$ cat src/rtl/btn_debounce_pulse.sv
// Push-button conditioner: 2-FF synchroniser, tick-sampled debounce, and
// press/release/long-hold/auto-repeat pulse generation. All outputs registered.
module btn_debounce_pulse #(
    parameter int unsigned SAMPLE_DIV   = 1_000_000,
    parameter int unsigned STABLE_CNT   = 4,
    parameter int unsigned LONG_TICKS   = 100,
    parameter int unsigned REPEAT_TICKS = 20
) (
    input  logic clk,
    input  logic rst_n,
    input  logic btn_in,
    output logic btn_level,
    output logic press_pulse,
    output logic release_pulse,
    output logic repeat_pulse,
    output logic long_hold
);

    localparam int unsigned DIV_W    = $clog2(SAMPLE_DIV + 1);
    localparam int unsigned STB_W    = $clog2(STABLE_CNT + 1);
    localparam int unsigned HOLD_MAX = (LONG_TICKS > REPEAT_TICKS) ? LONG_TICKS : REPEAT_TICKS;
    localparam int unsigned HLD_W    = $clog2(HOLD_MAX + 1);

    localparam logic [1:0] S_RELEASED = 2'd0;
    localparam logic [1:0] S_PRESSED  = 2'd1;
    localparam logic [1:0] S_HELD     = 2'd2;

    logic             sync1_q, sync2_q;
    logic [DIV_W-1:0] div_q, div_d;
    logic [STB_W-1:0] stb_q, stb_d, stb_inc;
    logic [HLD_W-1:0] hold_q, hold_d, hold_inc;
    logic [1:0]       state_q, state_d;
    logic             level_q, level_d;
    logic             press_q, press_d;
    logic             release_q, release_d;
    logic             repeat_q, repeat_d;
    logic             long_q, long_d;
    logic             tick, flip;

    always_comb begin
        tick    = (div_q == DIV_W'(SAMPLE_DIV - 1));
        div_d   = tick ? '0 : div_q + DIV_W'(1);

        stb_inc = stb_q + STB_W'(1);
        stb_d   = stb_q;
        level_d = level_q;
        flip    = 1'b0;
        if (tick) begin
            if (sync2_q != level_q) begin
                if (stb_inc == STB_W'(STABLE_CNT)) begin
                    flip    = 1'b1;
                    level_d = ~level_q;
                    stb_d   = '0;
                end else begin
                    stb_d = stb_inc;
                end
            end else begin
                stb_d = '0;
            end
        end
    end

    always_comb begin
        state_d   = state_q;
        hold_d    = hold_q;
        hold_inc  = hold_q + HLD_W'(1);
        press_d   = 1'b0;
        release_d = 1'b0;
        repeat_d  = 1'b0;
        case (state_q)
            S_RELEASED: begin
                if (flip && !level_q) begin
                    state_d = S_PRESSED;
                    press_d = 1'b1;
                    hold_d  = '0;
                end
            end
            S_PRESSED, S_HELD: begin
                // A release flip wins over the hold increment on the same tick.
                if (flip && level_q) begin
                    state_d   = S_RELEASED;
                    release_d = 1'b1;
                    hold_d    = '0;
                end else if (tick) begin
                    if (state_q == S_PRESSED && hold_inc == HLD_W'(LONG_TICKS)) begin
                        state_d  = S_HELD;
                        repeat_d = 1'b1;
                        hold_d   = '0;
                    end else if (state_q == S_HELD && hold_inc == HLD_W'(REPEAT_TICKS)) begin
                        repeat_d = 1'b1;
                        hold_d   = '0;
                    end else begin
                        hold_d = hold_inc;
                    end
                end
            end
            default: begin
                state_d = S_RELEASED;
                hold_d  = '0;
            end
        endcase
        long_d = (state_d == S_HELD);
    end

    always_ff @(posedge clk) begin
        if (!rst_n) begin
            sync1_q   <= 1'b0;
            sync2_q   <= 1'b0;
            div_q     <= '0;
            stb_q     <= '0;
            hold_q    <= '0;
            state_q   <= S_RELEASED;
            level_q   <= 1'b0;
            press_q   <= 1'b0;
            release_q <= 1'b0;
            repeat_q  <= 1'b0;
            long_q    <= 1'b0;
        end else begin
            sync1_q   <= btn_in;
            sync2_q   <= sync1_q;
            div_q     <= div_d;
            stb_q     <= stb_d;
            hold_q    <= hold_d;
            state_q   <= state_d;
            level_q   <= level_d;
            press_q   <= press_d;
            release_q <= release_d;
            repeat_q  <= repeat_d;
            long_q    <= long_d;
        end
    end

    assign btn_level     = level_q;
    assign press_pulse   = press_q;
    assign release_pulse = release_q;
    assign repeat_pulse  = repeat_q;
    assign long_hold     = long_q;

endmodule

$ cat config.mk
export PLATFORM = sky130hd
export DESIGN_NAME = btn_debounce_pulse
export DESIGN_NICKNAME = d
export VERILOG_FILES = /design/src/rtl/btn_debounce_pulse.sv
export SDC_FILE = /design/constraint.sdc
export NUM_CORES = 1
export LEC_CHECK = 0
export BUFFER_PORTS_ARGS = -buffer_cell sky130_fd_sc_hd__buf_2
export CAP_MARGIN = 5
export CORE_MARGIN = 2
export CORE_UTILIZATION = 60
export DETAILED_ROUTE_END_ITERATION = 8
export PLACE_DENSITY_LB_ADDON = 0.05
export SETUP_SLACK_MARGIN = 0.5
export SLEW_MARGIN = 20
export SYNTH_ARGS = -nofsm -noshare
export SYNTH_HDL_FRONTEND = slang
export SYNTH_SLANG_ARGS = --single-unit
$ cat constraint.sdc
create_clock -name clk -period 4.92 [get_ports clk]
set_input_delay 0.738 -clock clk [delete_from_list [all_inputs] [get_ports clk]]
set_output_delay 0.738 -clock clk [all_outputs]
set_load 0.05 [all_outputs]
==> metrics list, run 1 <==
- Max stage delay on crit path: 0.47 ns
- The repair_antennas step left the layout with diodes totalling 0.
* Detailed-route wire length: 3970 um
- After synthesis the netlist holds a flip-flop and latch count of 39.
- Power per cell area: 246.2 nW/um2
- In the synthesized netlist the dominant register cell turns out to be dfxtp_1.
- Clock-pin slew reported for the worst setup and hold paths after clock tree synthesis: 0.11 ns
- The number of hold buffers added after CTS was 0.
- Number of H-tree levels: 2
* List of cells traversed by the critical path: ha_1 -> and3b_2 -> a31oi_1 -> nor3_1 -> a211oi_2 -> a32oi_1 -> mux2i_1
- The worst register-to-register path begins at hold_q[1]$_SDFFE_PN0P_.
* Number of buffers and inverters on the critical path: 0
* Worst slew margin relative to its limit: 59.98%
* Largest voltage drop on the vdd net: 0.0002094 V
- Synth Instances: 250
* Clock latency of the later-clocked register in the worst-skew pair: 0.34 ns
- MaxCap Viol Count: 0
- On the critical path, the stage with the largest delay is an instance of dfxtp_1.
- Leaving out fill and tap cells, the most frequent cells in the layout are 39 x dfxtp_1, 28 x nor2_1, 23 x nand2_1.
- In the global route stage, overall resource usage came out at 22.03%.
* Maximum number of buffers from clock root to sink: 2
- Routed signal wires occupy layers up through met4.
* Post-cts gate resize count: 0
- Number of top-level design ports: 8
- Maximum fanout encountered on the critical timing path: 8
- Depth of the worst register-to-register path: 7
- Hold violation count in the final report: 0
- The die is 63.24 um tall.
- The Yosys step of the flow raised 0 warnings.
- Register-to-Register Setup Slack: 2.59 ns
* Placed cells: 294
* WS Path Type: flop to flop
- Count of input and output buffers: 7
* Pre-antenna DRT Iters: 4
* Layout-stage area growth over the synthesis result: 7.071%
- Routed length per placed instance: 13.15 um
* Syn nets: 262
- Total Negative Setup Slacks: 0 ns
- Worst endpoint required time: 5.21 ns
* GR Overflow Total: 0
- Routed vias/inst: 5.831
- Dominant delay contributor by cell family on the critical path: compound AO/OA/AOI/OAI gates
- Fraction of final layout cells sized beyond drive strength 1: 10.55%
* Most common library cell in the layout ignoring fill and taps: dfxtp_1
- The cell area that synthesis handed to floorplanning was 2106 um2.
* Critical register-to-register path endpoint: hold_q[2]$_SDFFE_PN0P_
- # DRC: 0
* Routability cong.: 0.8286
- Number of global-route vias before repair: 1646
- The smallest clock period supported by the final layout is computed as 2.332 ns.
- Core area: 3363 um2
- Fill cells in the final layout number 303.
* Run status: finished, final reports clean
- Endpoint of the worst hold-timing path: sync2_q$_SDFF_PN0_
* Effective utilization at floorplan: 62.61%
- On the final layout, the worst clock skew is 0.007430 ns.
- Met3 routed wirelength: 120 um
- Die X: 63.24 um
* Data arrival at the endpoint of the critical path: 2.62 ns
* Total via count after detailed routing: 1761
- The average instance in the mapped netlist occupies 8.423 um2.
- TritonCTS buffer count: 5
- Die area: 3999 um2
- Clock sink count: 39
- Sequential fraction of the synthesis area: 37.08%
- Worst Setup End Kind: flop
- Count of flip-flops with a built-in enable after synthesis: 0
- After layout, the worst path uses 47.40% of the clock period.
- Synth async-reset ratio: 0%
- Distinct cell type count after synthesis: 50
* Row cnt: 21
- Static timing analysis puts the maximum clock frequency at 428.8 MHz.
- Routed met1 length: 1876 um
- Setup violations remaining at the end of the flow were counted as 0.
- For this design the static power due to leakage is 0.8653 nW.
* Clk root buf: clkbuf_4
- Leaving out filler cells and counting taps, the final layout contains 302.
- The number of pins with negative max-slew slack in the final report is 0.
- TritonCTS built the clock tree.
* Maximum number of pins on one net before global-route repair: 18
* Startpoint type of the worst setup path: flop
* Layout Nets: 267
* Source of the critical timing path: hold_q[1]$_SDFFE_PN0P_
* Met2 Wirelength: 1914 um
* First-iteration detailed-routing DRC count: 83
- For the pin with the worst max-slew slack, the measured transition is 0.5984 ns.
- Setup repair after global routing left no endpoint under its margin.
- Depth of the worst hold-timing path: 1
- Number of buffers inserted to repair setup after CTS: 0
* Count of antenna-violating nets left after detailed routing: 0
- The number of antenna violations at the first check in global routing came to 0.
* Type of the most critical hold path: flop to flop
* Global-route wire length before repair: 7024 um
- The wire-length estimate of the detail-placed layout is 2857 um.
- Hold wc startpoint: sync1_q$_SDFF_PN0_
-- per-layer routing --
layer | global-route usage (%) | vias up
li1 | - | 896
met1 | 26.40 | 830
met2 | 38.16 | 28
met3 | 5.179 | 7
met4 | 8.424 | 0
met5 | 0 | -
-- area by class of cell --
class	count	area (um2)	area share, %
Tap cell	46	57.56	2.553
Sequential cell	39	780.7	34.63
Clock inverter	2	35.03	1.554
Clock buffer	6	51.30	2.275
Inverter	11	41.29	1.831
Multi-Input combinational cell	191	1254	55.60
Timing Repair Buffer	7	35.03	1.554
-- flip-flops by register name, summed over array words and instances (netlist names) --
register,flops
sync2_q,1
repeat_pulse,1
release_pulse,1
press_pulse,1
btn_level,1
state_q,2
div_q,20
sync1_q,1
stb_q,3
hold_q,7
long_hold,1
-- worst max path at each step --
stage	end	depth (start not counted)	slack, ns
after floorplan	hold_q[5]$_SDFFE_PN0P_	8	2.88
after CTS	hold_q[2]$_SDFFE_PN0P_	7	2.56
after global routing	long_hold$_SDFF_PN0_	7	2.39
after global placement	hold_q[2]$_SDFFE_PN0P_	7	2.60
after detailed placement	hold_q[2]$_SDFFE_PN0P_	7	2.60
final	hold_q[2]$_SDFFE_PN0P_	7	2.59
-- stage by stage --
step	hold WS, ns	instance area [um2]	setup WS, ns	power [W]	util [%]
3_5_place_dp	0.4199	2162	2.597	0.0003407	64.29
5_1_grt	0.4795	2255	2.388	0.0005777	67.04
4_1_cts	0.4460	2248	2.556	0.0005636	66.85
3_3_place_gp	0.4146	2162	2.604	0.0003407	64.29
2_1_floorplan	0.4119	2106	2.882	0.0003368	-
6_report	0.4370	2255	2.588	0.0005551	67.04
-- cell families (layout without fill, tap and decap cells) --
family,after synthesis,after routing,share of synthesized area (%)
multiplexers,1,1,0.4754
buffers and inverters,20,26,3.684
flip-flops,39,39,37.08
AO/OA/AOI/OAI,36,36,12.60
adder cells (fa/ha/maj),9,9,5.348
AND/OR/NAND/NOR,124,124,32.09
XOR/XNOR,21,21,8.735
-- Yosys cell counts (all sizes together) (2+ instances only) --
library cell  count  share of area (%)
nand3b            2               0.71
nor4              4                1.2
nand3            17                4.0
nand4             4                1.2
a32oi             2               0.83
a31oi             6                1.8
nor3             11                2.6
clkbuf            7                1.2
xnor2             8                3.3
o21a              2               0.71
nand2            24                4.6
inv              10                1.8
or2               2               0.59
and3              9                2.9
o21ai             7                1.7
ha                9                5.3
xor2             13                5.4
dfxtp            39                 37
or4b              2                1.1
nor2             28                5.0
nor4bb            2               0.95
and2              7                2.2
nor3b             2               0.71
nand2b            2               0.59
a21oi            11                2.6
buf               2               0.48
-- report_power, final --
group	total, W	internal (W)	switching [W]
clock	0.000222	0.000120	0.000102
sequential	0.000321	0.000318	0.00000243
combinational	0.0000126	0.00000438	0.00000820
-- worst register-to-register path, cell delays in order (launching register included) --
cell      delay, ns
dfxtp_1        0.47
ha_1           0.35
and3b_2        0.24
a31oi_1        0.31
nor3_1         0.13
a211oi_2       0.44
a32oi_1        0.18
mux2i_1        0.15
No activity file was read; power rests on OpenSTA's default activity.
==> run 2, diff against run 1 <==
- CORE_UTILIZATION: 60 -> 55
- clock period: 4.92 -> 2.1 ns (I/O delays scaled with it)
==> run 2 against run 1 <==
- worst hold slack worse by 0.21 ns
- critical path depth rose by 1
- non-clock buffer count is 35 higher
- largest power group unchanged
- final cell count is 13% higher
- first-iteration DRC count up 11%
- die area increased by 8.5%
==> metrics list, run 2 (synthesis gave the netlist of run 1 again) <==
- Run status: finished, final reports clean
- Walking the worst path, the cells encountered are ha_4 -> inv_2 -> or4_4 -> a31oi_4 -> a211oi_2 -> buf_4 -> a32oi_1 -> mux2i_1.
- The minimum clock period was 1.970 ns (-0.3616 ns).
* Count of antenna-violating nets left after detailed routing: 0 (unchanged)
- The number of antenna violations at the first check in global routing is 0 (unchanged).
- WS Path Type: flop to flop
- CTS tree: built
- Routed length per placed instance: 15.23 um (+16%)
* Power per cell area: 494.4 nW/um2 (+100%)
- The HPWL after detailed placement is 2955 um (+3.4%).
- Most common library cell in the layout ignoring fill and taps: buf_4
- Placed cells: 305 (+3.7%)
- Number of H-tree levels: 2 (unchanged)
- Count of pins over their slew limit: 0 (unchanged)
* Startpoint type of the worst setup path: flop
- Global router's overall resource usage: 25.41% (+3.4 points)
- Worst endpoint required time: 2.29 ns (-2.92 ns)
- Relative to the synthesized area, the layout overhead comes to 34.22%.
* Clock sink count: 39 (unchanged)
* Clk root buf: clkbuf_8
- The critical path's largest stage delay came to 0.50 ns (+0.03 ns).
- Type of the most critical hold path: input pin to flop
* Setup repair after global routing missed its margin: yes
- The largest net degree at the start of global routing was 14 (-4).
- The buffer levels on the longest clock path was 2 (unchanged).
- TritonCTS buffer count: 5 (unchanged)
* Core area: 3661 um2 (+8.9%)
- More flip-flops sit in one register than any other, and that register is div_q.
- Fraction of final layout cells sized beyond drive strength 1: 39.73% (+29 points)
* Hold violation count in the final report: 0 (unchanged)
- The library cells used most frequently in the layout, excluding fill and tap cells, are 31 x buf_4, 26 x nor2_1, 20 x nand2_1.
- The height of the chip came to 65.88 um (+4.2%).
- Count of input and output buffers: 7 (unchanged)
- Fmax: 507.5 MHz (+18%)
* Switching part of the total: 22.19% (+2.0 points)
- The global-route wire length before repair came to 8535 um (+22%).
* Switching Power: 0.0003101 W (+180%)
- The global placer's final weighted congestion is 0.8704 (+5.0%).
* Total Negative Setup Slacks: 0 ns (unchanged)
- The detailed-route DRC error count was 0 (unchanged).
- The hold buffer count at CTS is 0 (unchanged).
* Number of non-filler instances in the completed layout: 340 (+13%)
- Fin crit share: 93.83% (+46 points)
* Clock power share: 44.0% (+4.1 points)
- The routed wire length is 5177 um (+30%).
* Die area: 4340 um2 (+8.5%)
* Maximum fanout encountered on the critical timing path: 7 (-1)
- Biggest registers after layout: div_q (20), hold_q (7), stb_q (3)
- Effective utilization at floorplan: 57.52% (-5.1 points)
- Pre-antenna DRT Iters: 4 (unchanged)
- The number of max-cap violations is 0 (unchanged).
- The internal power is 0.001087 W (+150%).
- The leakage power figure was 1.109 nW (+28%).
- The number of rows in the core area is 22 (+4.8%).
* Largest voltage drop on the vdd net: 0.0004847 V (+130%)
- GR Overflow Total: 0 (unchanged)
- Worst slew margin relative to its limit: 73.49% (+14 points)
- The DRC marker count from the first detailed-route iteration is 92 (+11%).
* Number of antenna repair diodes: 0 (unchanged)
- The critical path data arrival time is 2.16 ns (-0.46 ns).
* Proportion of power drawn by combinational gates: 2.9% (+0.6 points)
- The slowest stage of the critical path belongs to the cell or4_4.
- Register-to-Register Setup Slack: 0.13 ns (-2.46 ns)
* Worst Skew: 0.01283 ns (+0.005397 ns)
- The clock edge transition at the registers on the reported setup and hold paths came to 0.08 ns (-0.03 ns).
- Least-Margin Pin Slew: 0.3958 ns (-0.2027 ns)
- The routed via count is 1952 (+11%).
- The layout net count came to 303 (+13%).
- Clock latency of the later-clocked register in the worst-skew pair: 0.30 ns (-0.04 ns)
- Max reg flops: 20 (unchanged)
- Number of global-route vias before repair: 1828 (+11%)
* Worst Setup End Kind: flop
- Routed vias/inst: 5.741 (-1.5%)
- The number of placed I/O pins came to 8 (unchanged).
- Die X: 65.88 um (+4.2%)
- The sequential power share is 53.1% (-4.7 points).
- The number of endpoints failing setup at the final stage was 0 (unchanged).
## run 2: changes by cell type in the layout (fill, tap and decap cells not counted), moves of 5 or more
cell      change
buf_4        +31
clkbuf_4      -5
clkbuf_8      +5
dfxtp_1      -20
dfxtp_2      +11
dfxtp_4       +9
nor3_1        -5
nor3_2        +5
o21ai_0       -6
o21ai_1       +6
## run 2: worst paths after layout
check | from | to | cells after the start
max reg2reg | hold_q[1]$_SDFFE_PN0P_ | hold_q[2]$_SDFFE_PN0P_ | 8
min reg2reg | sync1_q$_SDFF_PN0_ | sync2_q$_SDFF_PN0_ | 1
max | hold_q[1]$_SDFFE_PN0P_ | hold_q[2]$_SDFFE_PN0P_ | 8
min | btn_in | sync1_q$_SDFF_PN0_ | 2
## run 2: area by class of cell
type | count | area (um2)
fill | 242 | 834.6
sequential | 39 | 828.3
inverter | 11 | 41.29
tap | 48 | 60.06
clock buffer | 7 | 107.6
multi-input combinational | 192 | 1471
clock inverter | 1 | 5.005
timing repair buffer | 42 | 312.8
## run 2: critical path: cells and delay by family (launching register included)
kind	cells	cell delay, ns
AOI/OAI and AO/OA	3	0.50
adders and majority gates	1	0.18
buffers and inverters	2	0.21
DFF	1	0.38
muxes	1	0.09
and+or+nand+nor	1	0.50
## run 2: routing by layer
metal	global-route usage, %	up-vias	part of all wire (%)
met2	41.41	34	49
met5	0	-	0
met3	5.622	13	3.1
met1	32.66	936	46
met4	9.635	0	2.0
li1	-	969	-
## run 2: through the flow
| stage | hold WS [ns] | utilization (%) | cell area, um2 | setup slack, ns | total power, W |
|---|---|---|---|---|---|
| 2_1_floorplan | 0.4119 | - | 2208 | 0.2349 | 0.0007914 |
| 3_3_place_gp | 0.4216 | 62.85 | 2301 | 0.1151 | 0.0008010 |
| 3_5_place_dp | 0.4227 | 62.85 | 2301 | 0.07050 | 0.0008019 |
| 4_1_cts | 0.2250 | 74.27 | 2719 | 0.1391 | 0.001416 |
| 5_1_grt | 0.2288 | 77.20 | 2826 | 0.03961 | 0.001448 |
| 6_report | 0.2272 | 77.20 | 2826 | 0.1295 | 0.001398 |
## run 2: what timing repair did
action	CTS	global route
resized for setup	42	19
setup endpoints to repair	33	35
hold endpoints to repair	0	0
pin swaps	19	9
setup buffers	19	6
gates cloned	2	0
## run 2: power groups by stage
| stage | Combinational, W | Clock [W] | Sequential, W |
|---|---|---|---|
| global route | 0.0000427 | 0.000662 | 0.000743 |
| detailed placement | 0.0000333 | 0 | 0.000769 |
| finish | 0.0000402 | 0.000615 | 0.000742 |
| global placement | 0.0000326 | 0 | 0.000768 |
| floorplan | 0.0000242 | 0 | 0.000767 |
| CTS | 0.0000396 | 0.000630 | 0.000747 |
